<file path="config.mk">
export PLATFORM = sky130hd
export DESIGN_NAME = caxi4interconnect_dwc_upconv_rchan_ctrl
export DESIGN_NICKNAME = d
export VERILOG_FILES = /design/src/rtl/caxi4interconnect_dwc_upconv_rchan_ctrl_pkg.sv /design/src/rtl/caxi4interconnect_dwc_upconv_rchan_ctrl_outreg.sv /design/src/rtl/caxi4interconnect_dwc_upconv_rchan_ctrl.sv
export SDC_FILE = /design/constraint.sdc
export NUM_CORES = 1
export LEC_CHECK = 0
export BUFFER_PORTS_ARGS = -buffer_cell sky130_fd_sc_hd__buf_2
export CAP_MARGIN = 25
export CORE_UTILIZATION = 40
export DETAILED_ROUTE_END_ITERATION = 7
export GPL_ROUTABILITY_DRIVEN = 0
export PLACE_DENSITY = 0.78
export SETUP_SLACK_MARGIN = 0.2
export SYNTH_ARGS = -nofsm -noshare
export SYNTH_HDL_FRONTEND = slang
export SYNTH_SLANG_ARGS = --single-unit
</file>
<file path="constraint.sdc">
create_clock -name clk -period 2.15 [get_ports clk]
set_clock_uncertainty 0.2 [all_clocks]
set_input_delay 0.1075 -clock clk [delete_from_list [all_inputs] [get_ports clk]]
set_output_delay 0.1075 -clock clk [all_outputs]
set_load 0.01 [all_outputs]
</file>
<file path="src/rtl/caxi4interconnect_dwc_upconv_rchan_ctrl_pkg.sv">
// Shared types for the upsizer read-data stage: FSM states, burst-type
// encodings and a byte-width helper.
package caxi4interconnect_dwc_upconv_rchan_ctrl_pkg;

    typedef enum logic {
        ST_IDLE = 1'b0,
        ST_XFER = 1'b1
    } state_e;

    typedef enum logic [1:0] {
        BURST_FIXED = 2'd0,
        BURST_INCR  = 2'd1,
        BURST_WRAP  = 2'd2
    } burst_e;

    function automatic int log2_bytes(input int data_width);
        return $clog2(data_width / 8);
    endfunction

endpackage

</file>
<file path="src/rtl/caxi4interconnect_dwc_upconv_rchan_ctrl_outreg.sv">
// One-entry narrow R output register; holds a beat stable until mst_rready.
module caxi4interconnect_dwc_upconv_rchan_ctrl_outreg #(
    parameter int DATA_WIDTH = 32,
    parameter int ID_WIDTH   = 4
) (
    input  logic                  clk,
    input  logic                  rst,
    input  logic                  load,
    input  logic [DATA_WIDTH-1:0] load_data,
    input  logic [ID_WIDTH-1:0]   load_id,
    input  logic [1:0]            load_resp,
    input  logic                  load_last,
    output logic                  can_accept,
    output logic [DATA_WIDTH-1:0] mst_rdata,
    output logic [ID_WIDTH-1:0]   mst_rid,
    output logic [1:0]            mst_rresp,
    output logic                  mst_rlast,
    output logic                  mst_rvalid,
    input  logic                  mst_rready
);

    logic                  valid_q, valid_d;
    logic [DATA_WIDTH-1:0] data_q, data_d;
    logic [ID_WIDTH-1:0]   id_q, id_d;
    logic [1:0]            resp_q, resp_d;
    logic                  last_q, last_d;

    always_comb begin
        // NOTE: every always_comb output gets a default first so no latch is inferred.
        valid_d = valid_q;
        data_d  = data_q;
        id_d    = id_q;
        resp_d  = resp_q;
        last_d  = last_q;
        if (load) begin
            valid_d = 1'b1;
            data_d  = load_data;
            id_d    = load_id;
            resp_d  = load_resp;
            last_d  = load_last;
        end else if (mst_rready) begin
            valid_d = 1'b0;
        end
    end

    // NOTE: sequential state uses non-blocking assignments only.
    always_ff @(posedge clk) begin
        if (rst) begin
            valid_q <= 1'b0;
            data_q  <= '0;
            id_q    <= '0;
            resp_q  <= '0;
            last_q  <= 1'b0;
        end else begin
            valid_q <= valid_d;
            data_q  <= data_d;
            id_q    <= id_d;
            resp_q  <= resp_d;
            last_q  <= last_d;
        end
    end

    assign can_accept = !valid_q || mst_rready;
    assign mst_rvalid = valid_q;
    assign mst_rdata  = data_q;
    assign mst_rid    = id_q;
    assign mst_rresp  = resp_q;
    assign mst_rlast  = last_q;

endmodule

</file>
<file path="src/rtl/caxi4interconnect_dwc_upconv_rchan_ctrl.sv">
// Upsizer read-data stage: slices wide slave R beats into narrow master beats
// and pops a slave beat only once the master burst leaves its lanes.
module caxi4interconnect_dwc_upconv_rchan_ctrl
    import caxi4interconnect_dwc_upconv_rchan_ctrl_pkg::*;
#(
    parameter int SLV_DATA_WIDTH = 128,
    parameter int MST_DATA_WIDTH = 32,
    parameter int ID_WIDTH       = 4
) (
    input  logic                      clk,
    input  logic                      rst,
    input  logic                      cmd_empty_in,
    output logic                      rd_en_cmd_out,
    input  logic [9:0]                addr_in,
    input  logic [ID_WIDTH-1:0]       arid_in,
    input  logic [7:0]                len_in,
    input  logic [2:0]                size_in,
    input  logic                      fixed_in,
    input  logic                      wrap_in,
    input  logic [9:0]                mask_in,
    input  logic [5:0]                top_in,
    input  logic [SLV_DATA_WIDTH-1:0] slv_rdata,
    input  logic [1:0]                slv_rresp,
    input  logic                      slv_rlast,
    input  logic                      slv_rvalid,
    output logic                      slv_rready,
    output logic [MST_DATA_WIDTH-1:0] mst_rdata,
    output logic [ID_WIDTH-1:0]       mst_rid,
    output logic [1:0]                mst_rresp,
    output logic                      mst_rlast,
    output logic                      mst_rvalid,
    input  logic                      mst_rready,
    output logic                      rlast_err
);

    localparam int SLV_BYTES = SLV_DATA_WIDTH / 8;
    localparam int MST_LOG2  = log2_bytes(MST_DATA_WIDTH);

    state_e              state_q, state_d;
    burst_e              burst_q, burst_d;
    logic [9:0]          addr_q, addr_d;
    logic [9:0]          mask_q, mask_d;
    logic [ID_WIDTH-1:0] arid_q, arid_d;
    logic [7:0]          len_q, len_d;
    logic [7:0]          beat_cnt_q, beat_cnt_d;
    logic [2:0]          size_q, size_d;
    logic [5:0]          top_q, top_d;
    logic                rlast_err_q, rlast_err_d;

    logic                      can_accept, produce, last, pop, wrap_hold;
    logic [9:0]                len_ext;
    logic [31:0]               byte_off, slice_idx;
    logic [MST_DATA_WIDTH-1:0] slice_data;

    always_comb begin
        len_ext    = {2'b00, len_q};
        last       = (beat_cnt_q == len_q);
        byte_off   = (32'(addr_q) << size_q) & 32'(SLV_BYTES - 1);
        slice_idx  = byte_off >> MST_LOG2;
        slice_data = MST_DATA_WIDTH'(slv_rdata >> (slice_idx * MST_DATA_WIDTH));
        // A wrap that folds back inside the same slave beat must not pop at its top lane.
        wrap_hold  = (burst_q == BURST_WRAP) && ((addr_q & len_ext) == len_ext)
                     && (len_ext <= mask_q);
        pop        = (burst_q == BURST_FIXED) || last
                     || (((addr_q & mask_q) == {4'b0000, top_q}) && !wrap_hold);
    end

    always_comb begin
        state_d       = state_q;
        burst_d       = burst_q;
        addr_d        = addr_q;
        mask_d        = mask_q;
        arid_d        = arid_q;
        len_d         = len_q;
        beat_cnt_d    = beat_cnt_q;
        size_d        = size_q;
        top_d         = top_q;
        rd_en_cmd_out = 1'b0;
        produce       = 1'b0;
        if (!rst) begin
            case (state_q)
                ST_IDLE: begin
                    if (!cmd_empty_in) begin
                        rd_en_cmd_out = 1'b1;
                        addr_d        = addr_in;
                        arid_d        = arid_in;
                        len_d         = len_in;
                        size_d        = size_in;
                        mask_d        = mask_in;
                        top_d         = top_in;
                        burst_d       = fixed_in ? BURST_FIXED : (wrap_in ? BURST_WRAP : BURST_INCR);
                        beat_cnt_d    = 8'd0;
                        state_d       = ST_XFER;
                    end
                end
                ST_XFER: begin
                    if (slv_rvalid && can_accept) begin
                        produce    = 1'b1;
                        beat_cnt_d = beat_cnt_q + 8'd1;
                        case (burst_q)
                            BURST_FIXED: addr_d = addr_q;
                            BURST_WRAP:  addr_d = (addr_q & ~len_ext) | ((addr_q + 10'd1) & len_ext);
                            default:     addr_d = addr_q + 10'd1;
                        endcase
                        if (last) begin
                            state_d = ST_IDLE;
                        end
                    end
                end
            endcase
        end
        slv_rready  = produce && pop;
        rlast_err_d = slv_rready && (slv_rlast != last);
    end

    always_ff @(posedge clk) begin
        if (rst) begin
            state_q     <= ST_IDLE;
            burst_q     <= BURST_INCR;
            addr_q      <= '0;
            mask_q      <= '0;
            arid_q      <= '0;
            len_q       <= '0;
            beat_cnt_q  <= '0;
            size_q      <= '0;
            top_q       <= '0;
            rlast_err_q <= 1'b0;
        end else begin
            state_q     <= state_d;
            burst_q     <= burst_d;
            addr_q      <= addr_d;
            mask_q      <= mask_d;
            arid_q      <= arid_d;
            len_q       <= len_d;
            beat_cnt_q  <= beat_cnt_d;
            size_q      <= size_d;
            top_q       <= top_d;
            rlast_err_q <= rlast_err_d;
        end
    end

    assign rlast_err = rlast_err_q;

    caxi4interconnect_dwc_upconv_rchan_ctrl_outreg #(
        .DATA_WIDTH (MST_DATA_WIDTH),
        .ID_WIDTH   (ID_WIDTH)
    ) u_outreg (
        .clk        (clk),
        .rst        (rst),
        .load       (produce),
        .load_data  (slice_data),
        .load_id    (arid_q),
        .load_resp  (slv_rresp),
        .load_last  (last),
        .can_accept (can_accept),
        .mst_rdata  (mst_rdata),
        .mst_rid    (mst_rid),
        .mst_rresp  (mst_rresp),
        .mst_rlast  (mst_rlast),
        .mst_rvalid (mst_rvalid),
        .mst_rready (mst_rready)
    );

endmodule

</file>
==> impl_metrics.tcl <==
set metrics [dict create \
    dpl-instance-area_um2 6480 \
    totalWireLength_um 21700 \
    tightest_slew_ns 0.543 \
    status "finished with violations" \
    numPortBuffers 221 \
    cp-start-kind "flop" \
    cts-buffers-inserted 9 \
    slew_viol_final 0 \
    setup_viol 2 \
    die-area_um2 13100 \
    nFillCells 893 \
    ant_nets 0 \
    overflow 0 \
    yosys_warnings 0 \
    start_util_pct 41.6 \
    grt_pass1_wl_um 30800 \
    leakage_uw 0.00382 \
    grt_start_max_net_pins 94 \
    finalWorstSetupSlack_ns -0.373 \
    chipHeight_um 114 \
    synth_nets 846 \
    violations "setup timing" \
    fmax_mhz 396 \
    cts_tree "built" \
    vias 6514 \
    drt-initial-drc-count 635 \
    ys_ff_latch 93 \
    setup.worst_path.end_class "output pin" \
    die_w_um 114 \
    dr.pass1.iters 5 \
    synthArstFlopShare_pct 0 \
    power_density_nw_per_um2 648 \
    max-vdd-ir-drop_uv 468 \
    relSlewSlack_pct 63.6 \
    viasPerCell 5.63 \
    nets 1173 \
    clock_sinks 93 \
    drv_cap 0 \
    grt_pass1_vias 6239 \
    final_layout_size_suffix_gt1_share_pct 40.6 \
    dp_hpwl_um 11600 \
    drcViolationCount 0 \
    design_area_um2 8660 \
    period_share_pct 117 \
    synth_area_um2 5050 \
    synth_edf_count 0 \
    criticalPathCategory "reg2out" \
    synthCells 656 \
    rows 40 \
    synth_seq_area_share_pct 36.8 \
    core-area_um2 12200 \
    cp.required_ns 1.84 \
    clockBufferDepth 2 \
    antenna_cells 0 \
    timing.hold.ws_ns 0.0106 \
    clkTransAtPathRegs_ns 0.08 \
    synth_area_per_cell_um2 7.70 \
    yosysUniqueCellTypes 46 \
    clock_latency_ns 0.35 \
    rsz0062_at_grt "yes" \
    hold_viol 0 \
    boundaryPins 222 \
    layout_min_cycle_time_ns 2.52 \
    ys.flop_type "dfxtp_1" \
    track_usage_pct 30.7 \
    syn_to_final_growth_pct 71.3 \
    crit_arrival_ns 2.22 \
    wl_per_cell_um 18.8 \
    hold_path.class "in2reg" \
    cts_root_buffer "clkbuf_16" \
    path_max_fanout 2 \
    htree_levels 3 \
    antenna_found_initial 0 \
]
==> repair_timing <==
action / in CTS / in global routing
buffers inserted: 10 / 5
pin swaps: 84 / 50
resized for setup: 77 / 59
endpoints found under the hold margin: 79 / 0
gates cloned: 10 / 4
hold buffers: 82 / 0
setup endpoints to repair: 40 / 44
==> cell usage in the layout, fill, tap and decap left out, types with 10 or more instances in the layout <==
master / synthesis / final
a21oi_1: 119 / 71
a21oi_2: 0 / 43
a221o_1: 32 / 32
buf_12: 0 / 10
buf_16: 0 / 10
buf_2: 11 / 221
buf_4: 4 / 30
clkbuf_16: 0 / 12
dfxtp_1: 93 / 76
dfxtp_2: 0 / 14
dlygate4sd3_1: 0 / 82
inv_1: 19 / 13
mux2i_1: 32 / 30
nand2_1: 156 / 156
nand3_1: 12 / 11
nor2_1: 23 / 22
o21ai_0: 18 / 14
xnor2_1: 16 / 16
==> synth_stat cells (2+ instances only) <==
library cell / n / area (um2)
a2111oi_0: 2 / 17.5
a211oi_1: 7 / 52.6
a21oi_1: 119 / 596
a221o_1: 32 / 320
a221oi_1: 8 / 70.1
a22oi_1: 2 / 15.0
and2_1: 2 / 12.5
and3_1: 2 / 12.5
buf_2: 11 / 55.1
buf_4: 4 / 30.0
clkbuf_1: 35 / 131
dfxtp_1: 93 / 1860
ha_1: 11 / 138
inv_1: 19 / 71.3
mux2i_1: 32 / 320
nand2_1: 156 / 586
nand2b_1: 3 / 18.8
nand3_1: 12 / 60.1
nand3b_1: 4 / 30.0
nand4_1: 6 / 37.5
nor2_1: 23 / 86.3
nor2b_1: 3 / 18.8
nor3_1: 5 / 25.0
o211ai_1: 4 / 30.0
o21a_1: 2 / 15.0
o21ai_0: 18 / 90.1
or2_2: 2 / 12.5
or3_1: 3 / 18.8
xnor2_1: 16 / 140
xor2_1: 4 / 35.0
==> per-stage QoR <==
step                      power (uW)  utilization [%]  TNS [ns]  std cells  setup slack, ns
after global placement          3090             53.3         0       1029            0.113
after floorplan                 2650                -         0        656            0.201
after detailed placement        3110             53.3         0       1029           0.0510
after CTS                       5370             68.0    -0.173       1147           -0.173
after global routing            5820             71.2    -0.823       1156           -0.435
final                           5610             71.2    -0.651       1156           -0.373
==> report_power, final <==
part,internal [uW],total (uW),switching (uW)
Sequential,1830,1930,97.0
Clock,946,1740,793
Combinational,993,1940,950
==> worst paths after layout <==
check | cells after the start | slack [ns] | endpoint | start
setup / recovery | 9 | -0.37 | slv_rready | len_q[0]
hold / removal | 4 | 0.01 | u_outreg.mst_rdata[14] | slv_rdata[46]
setup reg to reg | 12 | -0.28 | rlast_err | len_q[0]
hold reg to reg | 2 | 0.25 | u_outreg.mst_rdata[16] | u_outreg.mst_rdata[16]
==> critical path, stage by stage, from the launching register on <==
cell and delay, ns:
dfxtp_2 0.35, inv_2 0.05, ha_1 0.29, nand4_1 0.08, nor2_1 0.06, nor3_1 0.25, o221ai_1 0.19, a41o_1 0.25
a21boi_2 0.18, buf_2 0.16
==> state kept, by name, summed over array words and instances, names as in the netlist, named ones only <==
| name | cells |
|---|---|
| u_outreg.mst_rdata | 32 |
| u_outreg.mst_rresp | 2 |
| addr_q | 3 |
| u_outreg.mst_rvalid | 1 |
| beat_cnt_q | 8 |
| arid_q | 4 |
| size_q | 3 |
| mask_q | 10 |
| top_q | 6 |
| u_outreg.mst_rid | 4 |
| burst_q | 2 |
| u_outreg.mst_rlast | 1 |
| rlast_err | 1 |
| len_q | 8 |
| state_q | 1 |
==> cells by family (layout without fill, tap and decap cells) <==
family,count (synthesis),count (layout),synth area share (%)
xor+xnor,20,20,3.47
mux,33,33,6.56
flops,93,93,36.8
simple gates,225,225,18.8
compound gates,205,206,25.9
fa+ha+maj,11,11,2.72
buf+inv,69,400,5.69
==> area by class of cell <==
| type | instances | area [um2] | share of cell area, % |
|---|---|---|---|
| multi-input cells | 495 | 3350 | 38.7 |
| repair buffers | 365 | 2810 | 32.5 |
| flip-flops and latches | 93 | 1890 | 21.8 |
| clock buffers | 9 | 225 | 2.60 |
| well taps | 168 | 210 | 2.43 |
| clock inverters | 7 | 97.6 | 1.13 |
| inverters | 19 | 71.3 | 0.824 |
==> metal layers <==
layer / wire [um] / vias to the layer above / GRT usage [%]
li1: - / 2982 / -
met1: 8480 / 3011 / 36.5
met2: 10200 / 424 / 52.3
met3: 1920 / 97 / 6.51
met4: 1070 / 0 / 15.2
met5: 0 / - / 0
(Power assumes the default switching activity.)
